--- src/rtl/ift_trace_pkg.sv ---
// ift_trace_pkg
//   Shared definitions for the IFT trace recorder and the stimulus player
//   bench: recorder state encoding, default field widths and a helper that
//   computes the width of one {taints, duration} record.
package ift_trace_pkg;

  localparam int TAINT_W_DEF = 32;
  localparam int NUM_SIG_DEF = 2;
  localparam int DUR_W_DEF   = 32;
  localparam int DEPTH_DEF   = 16;

  typedef enum logic [1:0] {
    IDLE  = 2'd0,
    RUN   = 2'd1,
    FLUSH = 2'd2
  } state_t;

  // Width of one record: all taint signals followed by the duration field.
  function automatic int rec_w(input int num_sig, input int taint_w, input int dur_w);
    return num_sig * taint_w + dur_w;
  endfunction

endpackage

--- src/rtl/ift_trace_fifo.sv ---
// ift_trace_fifo
//   Synchronous first-word-fall-through FIFO for trace records.
//   Ports:
//     clk, rst   clock, synchronous active-high reset
//     push       write request; push_data is written when accept=1
//     accept     push is taken this cycle (not full, or full with a pop)
//     full       FIFO holds DEPTH entries
//     pop        read request; only honoured when not empty
//     empty      FIFO holds no entries
//     head       current head entry, zero when empty
//     level      occupancy, 0..DEPTH
//
//   Handshake: an entry leaves when pop=1 and empty=0 at a rising edge.
//   head is stable until that edge. A push into a full FIFO succeeds only
//   when a pop happens in the same cycle; the write then lands in the slot
//   being vacated, so level stays at DEPTH.
import ift_trace_pkg::*;

module ift_trace_fifo #(
  parameter int WIDTH = 96,
  parameter int DEPTH = 16
) (
  input  logic                     clk,
  input  logic                     rst,
  input  logic                     push,
  input  logic [WIDTH-1:0]         push_data,
  output logic                     accept,
  output logic                     full,
  input  logic                     pop,
  output logic                     empty,
  output logic [WIDTH-1:0]         head,
  output logic [$clog2(DEPTH):0]   level
);

  localparam int PW = $clog2(DEPTH);
  localparam logic [PW:0] FULL_LVL = DEPTH[PW:0];

  logic [WIDTH-1:0] mem [DEPTH];
  logic [PW-1:0]    wr_ptr;
  logic [PW-1:0]    rd_ptr;
  logic             do_pop;

  assign full   = (level == FULL_LVL);
  assign empty  = (level == '0);
  assign do_pop = pop && !empty;
  assign accept = push && (!full || do_pop);
  // Head reads as zero while empty so the output is clean after reset.
  assign head   = empty ? '0 : mem[rd_ptr];

  always_ff @(posedge clk) begin
    if (accept) begin
      mem[wr_ptr] <= push_data;
    end
  end

  always_ff @(posedge clk) begin
    if (rst) begin
      wr_ptr <= '0;
      rd_ptr <= '0;
      level  <= '0;
    end else begin
      if (accept) wr_ptr <= wr_ptr + 1'b1;
      if (do_pop) rd_ptr <= rd_ptr + 1'b1;
      case ({accept, do_pop})
        2'b10:   level <= level + 1'b1;
        2'b01:   level <= level - 1'b1;
        default: level <= level;
      endcase
    end
  end

endmodule

--- src/rtl/ift_trace_recorder.sv ---
// ift_trace_recorder
//   Samples a packed taint vector every clock while recording and
//   run-length encodes it into {taint_0 .. taint_N-1, duration} records,
//   the same layout the IFT stimulus player consumes.
//   Ports:
//     clk, rst      clock, synchronous active-high reset
//     start_i       begin recording (IDLE only)
//     stop_i        end recording and flush the pending record (RUN only)
//     sample_i      packed taints, signal 0 in the MSBs
//     rec_valid_o   record available at the FIFO head
//     rec_ready_i   consumer takes the head record
//     rec_data_o    {taints, duration}, duration in the LSBs
//     busy_o        recorder is not IDLE
//     overflow_o    sticky: a record was dropped since the last start
//     level_o       FIFO occupancy
//     dbg_state     current FSM state
//
//   Handshake: a record is transferred on a rising edge where
//   rec_valid_o=1 and rec_ready_i=1; rec_data_o holds while stalled.
import ift_trace_pkg::*;

module ift_trace_recorder #(
  parameter int TAINT_W = TAINT_W_DEF,
  parameter int NUM_SIG = NUM_SIG_DEF,
  parameter int DUR_W   = DUR_W_DEF,
  parameter int DEPTH   = DEPTH_DEF
) (
  input  logic                            clk,
  input  logic                            rst,
  input  logic                            start_i,
  input  logic                            stop_i,
  input  logic [NUM_SIG*TAINT_W-1:0]      sample_i,
  output logic                            rec_valid_o,
  input  logic                            rec_ready_i,
  output logic [NUM_SIG*TAINT_W+DUR_W-1:0] rec_data_o,
  output logic                            busy_o,
  output logic                            overflow_o,
  output logic [$clog2(DEPTH):0]          level_o,
  output logic [1:0]                      dbg_state
);

  localparam int SW    = NUM_SIG * TAINT_W;
  localparam int REC_W = rec_w(NUM_SIG, TAINT_W, DUR_W);
  localparam logic [DUR_W-1:0] ONE = {{(DUR_W-1){1'b0}}, 1'b1};

  state_t           state_q, state_d;
  logic [SW-1:0]    held_q, held_d;
  logic [DUR_W-1:0] count_q, count_d;
  logic             ovf_q, ovf_d;

  logic             push;
  logic             accept;
  logic             fifo_full;
  logic             fifo_empty;
  logic [REC_W-1:0] push_data;

  assign push_data = {held_q, count_q};

  always_ff @(posedge clk) begin
    if (rst) begin
      state_q <= IDLE;
      held_q  <= '0;
      count_q <= '0;
      ovf_q   <= 1'b0;
    end else begin
      state_q <= state_d;
      held_q  <= held_d;
      count_q <= count_d;
      ovf_q   <= ovf_d;
    end
  end

  always_comb begin
    state_d = state_q;
    held_d  = held_q;
    count_d = count_q;
    ovf_d   = ovf_q;
    push    = 1'b0;
    case (state_q)
      IDLE: begin
        if (start_i) begin
          held_d  = sample_i;
          count_d = ONE;
          ovf_d   = 1'b0;
          state_d = RUN;
        end
      end
      RUN: begin
        if (stop_i) begin
          state_d = FLUSH;
        end else if (sample_i != held_q) begin
          push    = 1'b1;
          held_d  = sample_i;
          count_d = ONE;
        end else if (count_q == '1) begin
          // Duration field saturated: close this run and start a new one
          // with the same taint value.
          push    = 1'b1;
          count_d = ONE;
        end else begin
          count_d = count_q + ONE;
        end
        // A refused push loses the record but the run tracking continues.
        if (push && fifo_full && !(rec_valid_o && rec_ready_i)) begin
          ovf_d = 1'b1;
        end
      end
      FLUSH: begin
        // Retry every cycle until the FIFO takes the final record.
        push = 1'b1;
        if (accept) state_d = IDLE;
      end
      default: state_d = IDLE;
    endcase
  end

  ift_trace_fifo #(
    .WIDTH (REC_W),
    .DEPTH (DEPTH)
  ) u_fifo (
    .clk       (clk),
    .rst       (rst),
    .push      (push),
    .push_data (push_data),
    .accept    (accept),
    .full      (fifo_full),
    .pop       (rec_ready_i),
    .empty     (fifo_empty),
    .head      (rec_data_o),
    .level     (level_o)
  );

  assign rec_valid_o = !fifo_empty;
  assign busy_o      = (state_q != IDLE);
  assign overflow_o  = ovf_q;
  assign dbg_state   = state_q;

endmodule

--- config.mk ---
export PLATFORM = sky130hd
export DESIGN_NAME = ift_trace_recorder
export DESIGN_NICKNAME = d
export VERILOG_FILES = /design/src/rtl/ift_trace_pkg.sv /design/src/rtl/ift_trace_fifo.sv /design/src/rtl/ift_trace_recorder.sv
export SDC_FILE = /design/constraint.sdc
export NUM_CORES = 1
export LEC_CHECK = 0
export ABC_CLOCK_PERIOD_IN_PS = 9700
export CAP_MARGIN = 30
export CORE_MARGIN = 2
export CORE_UTILIZATION = 50
export CTS_BUF_LIST = sky130_fd_sc_hd__clkbuf_4
export DETAILED_ROUTE_END_ITERATION = 8
export GPL_ROUTABILITY_DRIVEN = 0
export GPL_TIMING_DRIVEN = 1
export PLACE_DENSITY = 0.81
export SETUP_SLACK_MARGIN = 0.05
export SYNTH_ARGS = -nofsm -noshare
export SYNTH_HDL_FRONTEND = slang
export SYNTH_SLANG_ARGS = --single-unit
--- constraint.sdc ---
create_clock -name clk -period 9.7 [get_ports clk]
set_input_delay 1.94 -clock clk [delete_from_list [all_inputs] [get_ports clk]]
set_output_delay 1.94 -clock clk [all_outputs]
set_load 0.02 [all_outputs]
==> results_dict.tcl, run 1 <==
set metrics [dict create \
    htree_levels 5 \
    hold_viol 0 \
    clock_path_buffers 4 \
    final_common_cell "edfxtp_1" \
    fp-row-count 131 \
    startpoint_type "flip-flop" \
    dr.pass1.iters 6 \
    min_path_type "reg2reg" \
    dp.cells 4617 \
    crit_arrival_ns 4.68 \
    vdd_drop_max_mv 0.201 \
    start_util_pct 50.2 \
    first_global_vias 33186 \
    ant_nets 0 \
    syn-num-nets 2948 \
    vias 32268 \
    synthFlopType "edfxtp_1" \
    clockRootBuffer "clkbuf_4" \
    dp_hpwl_um 84100 \
    insertion_delay_ns 1.23 \
    maxCapViolCount 0 \
    crit_type "reg2out" \
    die-area_mm2 0.131 \
    worstPathMaxFanout 107 \
    cts_resized 0 \
    syn_to_final_growth_pct 14.4 \
    io_buffers 174 \
    drive_gt1_share_pct 33.0 \
    fin_nets 3453 \
    slew_headroom_pct 31.7 \
    n_fill_cell 8896 \
    synth-edff-count 1536 \
    clock_sinks 1652 \
    globalRouteOverflowTotal 0 \
    yosys.area.top_type "edfxtp_1" \
    antenna_found_initial 11 \
    route.detailed.drc 0 \
    grt_start_max_net_pins 110 \
    yosysWarnings 0 \
    period_share_pct 68.3 \
    ys_seq_area_share_pct 75.9 \
    holdWs_ns 0.514 \
    fin_crit_ns 6.62 \
    synth_cells 2866 \
    worstMarginPinSlew_ns 1.02 \
    wl_um 149000 \
    ys_top_cells_by_area "edfxtp_1, mux4_2, dfxtp_1" \
    yosysUniqueCellTypes 59 \
    cts_made_buffers 409 \
    max_freq_mhz 151 \
    grt_pass1_wl_um 216000 \
    leakagePower_nw 23.8 \
    syn_avg_cell_area_um2 22.3 \
    synth_top_area_share_pct 72.2 \
    powerDensity_mw_per_mm2 254 \
    io_pins 175 \
    async_reset_ff_share_pct 0 \
    drt_first_iter_violations 3864 \
    cts_tree "yes" \
    crit_required_ns 7.76 \
    path_clk_slew_ns 0.06 \
    vias_per_cell 6.03 \
    fin_skew_ns 0.107 \
    cp-end-kind "output pin" \
    setup_viol 0 \
    synth_seq_cells 1652 \
    cts_setup_buffers 0 \
    outcome "complete, no violations" \
    wire_per_inst_um 27.9 \
    netlist_area_mm2 0.0638 \
    rsz0062_at_grt "false" \
    core_area_mm2 0.127 \
    slew_viol_final 0 \
    final_cell_mix "edfxtp_1, clkbuf_4, mux4_2" \
    cts_hold_buf 0 \
    fp.dieW_um 361 \
    track_usage_pct 22.8 \
    final_cell_count_no_fill 5348 \
    fin_setup_tns_ns 0 \
    die_y_um 361 \
]
-- cells in the mapped netlist (all sizes together) (2+ instances only) --
cell type,instances
and2,101
a21o,9
edfxtp,1536
or2,4
and3,6
nand3b,3
o211ai,2
and4,3
o21ai,9
nand2b,9
a2bb2oi,2
dfxtp,116
or4b,2
nand2,36
nor2b,4
ha,12
mux2i,69
inv,9
xnor2,7
buf,57
nand4,16
a21oi,13
clkbuf,91
nor4,21
nor3,13
xor2,85
nor3b,6
nor2,118
mux4,480
or3,3
nand3,12
-- stage by stage --
stage | utilization (%) | worst slack, ns | total power [mW] | area [um^2]
floorplan | - | 2.19 | 11.6 | 63900
global placement | 53.2 | 2.76 | 13.2 | 67600
detailed placement | 53.4 | 3.21 | 13.2 | 67900
CTS | 57.3 | 2.51 | 18.8 | 72900
global route | 57.4 | 2.71 | 19.4 | 73100
finish | 57.4 | 3.08 | 18.6 | 73100
-- cell type report --
type,count,area [um^2],share of cell area (%)
Antenna cell,7,17.5,0.0240
Inverter,9,33.8,0.0462
Timing Repair Buffer,242,2600,3.56
Tap cell,1662,2080,2.85
Multi-Input combinational cell,1057,14800,20.3
Sequential cell,1652,48500,66.3
Clock buffer,615,4620,6.32
Clock inverter,104,430,0.589
-- path summary, 6_finish.rpt --
check	from	to	slack (ns)	cells past startpoint
min reg2reg	u_fifo.rd_ptr[1]$_SDFFE_PP0P_	flip-flop	0.51	2
max reg2reg	count_q[0]$_SDFFE_PP0P_	u_fifo.mem[5][62]$_DFFE_PP_	4.43	10
min	u_fifo.rd_ptr[1]$_SDFFE_PP0P_	flip-flop	0.51	2
max	flip-flop	rec_data_o[95]	3.08	6
-- worst max-delay path, stage by stage (launching register included) --
cell	delay [ns]
dfxtp_4	0.40
buf_16	0.33
buf_12	0.64
mux4_2	0.62
mux4_2	0.54
and2_1	0.20
clkdlybuf4s50_1	0.55
-- per-layer routing --
metal  track usage (%)  wire, um  vias to the layer above
met3              7.65     17800                      268
met2              35.7     72200                     2040
li1                  -         -                    13234
met1              29.8     54700                    16720
met4              9.13      4290                        6
met5                 0        37                        -
-- report_power, final --
part | total, mW | internal [mW] | switching [mW]
logic | 4.41 | 2.14 | 2.26
clock network | 5.52 | 2.91 | 2.62
registers | 8.64 | 8.22 | 0.424
-- state kept, by name (all words and copies together), names as in the netlist, named ones only --
name           flops
u_fifo.mem      1536
u_fifo.level       5
dbg_state          2
count_q           32
overflow_o         1
u_fifo.rd_ptr      4
held_q            64
u_fifo.wr_ptr      4
-- kinds of logic after synthesis --
family                   after synthesis  share of synthesized area [%]
adder cells (fa/ha/maj)               13                          0.267
XOR/XNOR                              92                           1.26
buffers and inverters                157                           1.13
AND/OR/NAND/NOR                      360                           3.00
multiplexers                         550                           18.0
AO/OA/AOI/OAI                         42                          0.429
flip-flops                          1652                           75.9
(Power assumes the default switching activity.)
==> inputs of run 2 (changes only) <==
ABC_CLOCK_PERIOD_IN_PS = 5750   (was 9700)
clock period = 5.75 ns   (was 9.7 ns; I/O delays follow)
==> results_dict.tcl, run 2 (same netlist as run 1, synthesis figures left out) <==
set metrics [dict create \
    syn_to_final_growth_pct 14.9 \
    slew_viol_final 0 \
    met1_usage_pct 30.6 \
    cts_tree "yes" \
    cts_resized 0 \
    ff2ff_path_depth 8 \
    route.detailed.drc 0 \
    n_fill_cell 8840 \
    fin_crit_ns 5.45 \
    crit_required_ns 4.60 \
    grtUsageMet3_pct 7.36 \
    track_usage_pct 22.9 \
    leakagePower_nw 23.6 \
    path_clk_slew_ns 0.07 \
    final_common_cell "edfxtp_1" \
    htree_levels 5 \
    wl_um 148000 \
    worstPathMaxFanout 16 \
    outcome "complete, no violations" \
    io_pins 175 \
    clock_sinks 1652 \
    cts_setup_buffers 1 \
    cp-end-kind "output pin" \
    met2_usage_pct 36.0 \
    cts_made_buffers 411 \
    first_global_vias 33430 \
    hold_depth 2 \
    crit_type "reg2out" \
    rsz0062_at_grt "false" \
    grt_pass1_wl_um 218000 \
    reg_top3 "u_fifo.mem x1536, held_q x64, count_q x32" \
    hold_viol 0 \
    dp_hpwl_um 84600 \
    wire_per_inst_um 27.6 \
    die_y_um 361 \
    post-place-ws_ns 0.661 \
    vdd_drop_max_mv 0.380 \
    crit_arrival_ns 4.30 \
    largest_register "u_fifo.mem" \
    cts_hold_buf 0 \
    hold_start "rst" \
    fin_nets 3472 \
    largest_reg_flops 1536 \
    busiest_layer "met2" \
    globalRouteOverflowTotal 0 \
    rr_startpoint "count_q[19]$_SDFFE_PP0P_" \
    period_share_pct 94.7 \
    start_util_pct 50.2 \
    clock_path_buffers 4 \
    dpl-instance-area_mm2 0.0683 \
    fin_setup_tns_ns 0 \
    antenna_found_initial 12 \
    die-area_mm2 0.131 \
    vias 32120 \
    fp.dieW_um 361 \
    worstMarginPinSlew_ns 1.00 \
    setup_viol 0 \
    worst_slack_ns 0.304 \
    rrSetupSlack_ns 1.35 \
    min_to "u_fifo.level[2]$_SDFFE_PP0P_" \
    holdWs_ns 0.254 \
    insertion_delay_ns 1.32 \
    drt_first_iter_violations 3582 \
    clockRootBuffer "clkbuf_4" \
    powerDensity_mw_per_mm2 431 \
    fin_area_mm2 0.0734 \
    min_path_type "in2reg" \
    fp-row-count 131 \
    maxCapViolCount 0 \
    ant_nets 0 \
    startpoint_type "flip-flop" \
    max_freq_mhz 184 \
    utilization_pct 57.7 \
    grt_start_max_net_pins 75 \
    vias_per_cell 5.99 \
    io_buffers 174 \
    slew_headroom_pct 33.2 \
    fin_skew_ns 0.132 \
    drive_gt1_share_pct 33.4 \
    dr.pass1.iters 6 \
    final_cell_mix "edfxtp_1, clkbuf_4, mux4_2" \
    timing.rr.end "u_fifo.mem[15][41]$_DFFE_PP_" \
    core_area_mm2 0.127 \
]
## run 2: cell count changes in the layout (fill, tap and decap cells not counted), sizes merged
cell | previous run | this run
bufinv | 1 | 2
inv | 14 | 16
clkbuf | 615 | 608
clkinv | 97 | 93
buf | 69 | 86
diode | 7 | 9
## run 2: critical path, cell delays in order (launching register included)
cell and delay (ns):
dfxtp_4 0.69, buf_12 0.25, buf_4 0.32, mux4_2 0.56
mux4_2 0.53, and2_1 0.19, clkdlybuf4s50_1 0.53
## run 2: how the worst max path moves through the flow
stage | startpoint | to | cells past startpoint
after detailed placement | sample_i[7] | u_fifo.mem[9][17]$_DFFE_PP_ | 10
final | flip-flop | rec_data_o[80] | 6
after CTS | flip-flop | rec_data_o[80] | 6
after floorplan | stop_i | u_fifo.mem[7][0]$_DFFE_PP_ | 6
after global placement | sample_i[7] | u_fifo.mem[9][17]$_DFFE_PP_ | 10
after global routing | flip-flop | rec_data_o[76] | 6
## run 2: final cells by class
cell class              instances  area (um^2)  area share [%]
flip-flops and latches       1652        48500            66.0
multi-input cells            1057        14800            20.2
clock buffers                 608         4560            6.22
repair buffers                259         2940            4.01
well taps                    1662         2080            2.83
clock inverters               103          457           0.622
inverters                       9         33.8          0.0460
diodes                          9         22.5          0.0307
## run 2: stage by stage
stage	power (mW)	instances
6_report	31.6	5359
5_1_grt	33.0	5356
4_1_cts	31.9	5348
3_5_place_dp	22.5	4636
3_3_place_gp	22.4	4635
2_1_floorplan	19.5	2866
## run 2: power breakdown
| part | internal, mW | total, mW | switching (mW) | leakage [nW] |
|---|---|---|---|---|
| Clock | 4.90 | 9.37 | 4.47 | 3.03 |
| Combinational | 3.80 | 7.63 | 3.83 | 5.36 |
| Sequential | 13.9 | 14.6 | 0.744 | 15.2 |
| Total | 22.6 | 31.6 | 9.05 | 23.6 |
## run 2: per-layer routing
| metal | up-vias | routed length [um] |
|---|---|---|
| li1 | 13242 | - |
| met1 | 16669 | 55500 |
| met2 | 1953 | 72000 |
| met3 | 246 | 16600 |
| met4 | 10 | 3560 |
| met5 | - | 80 |
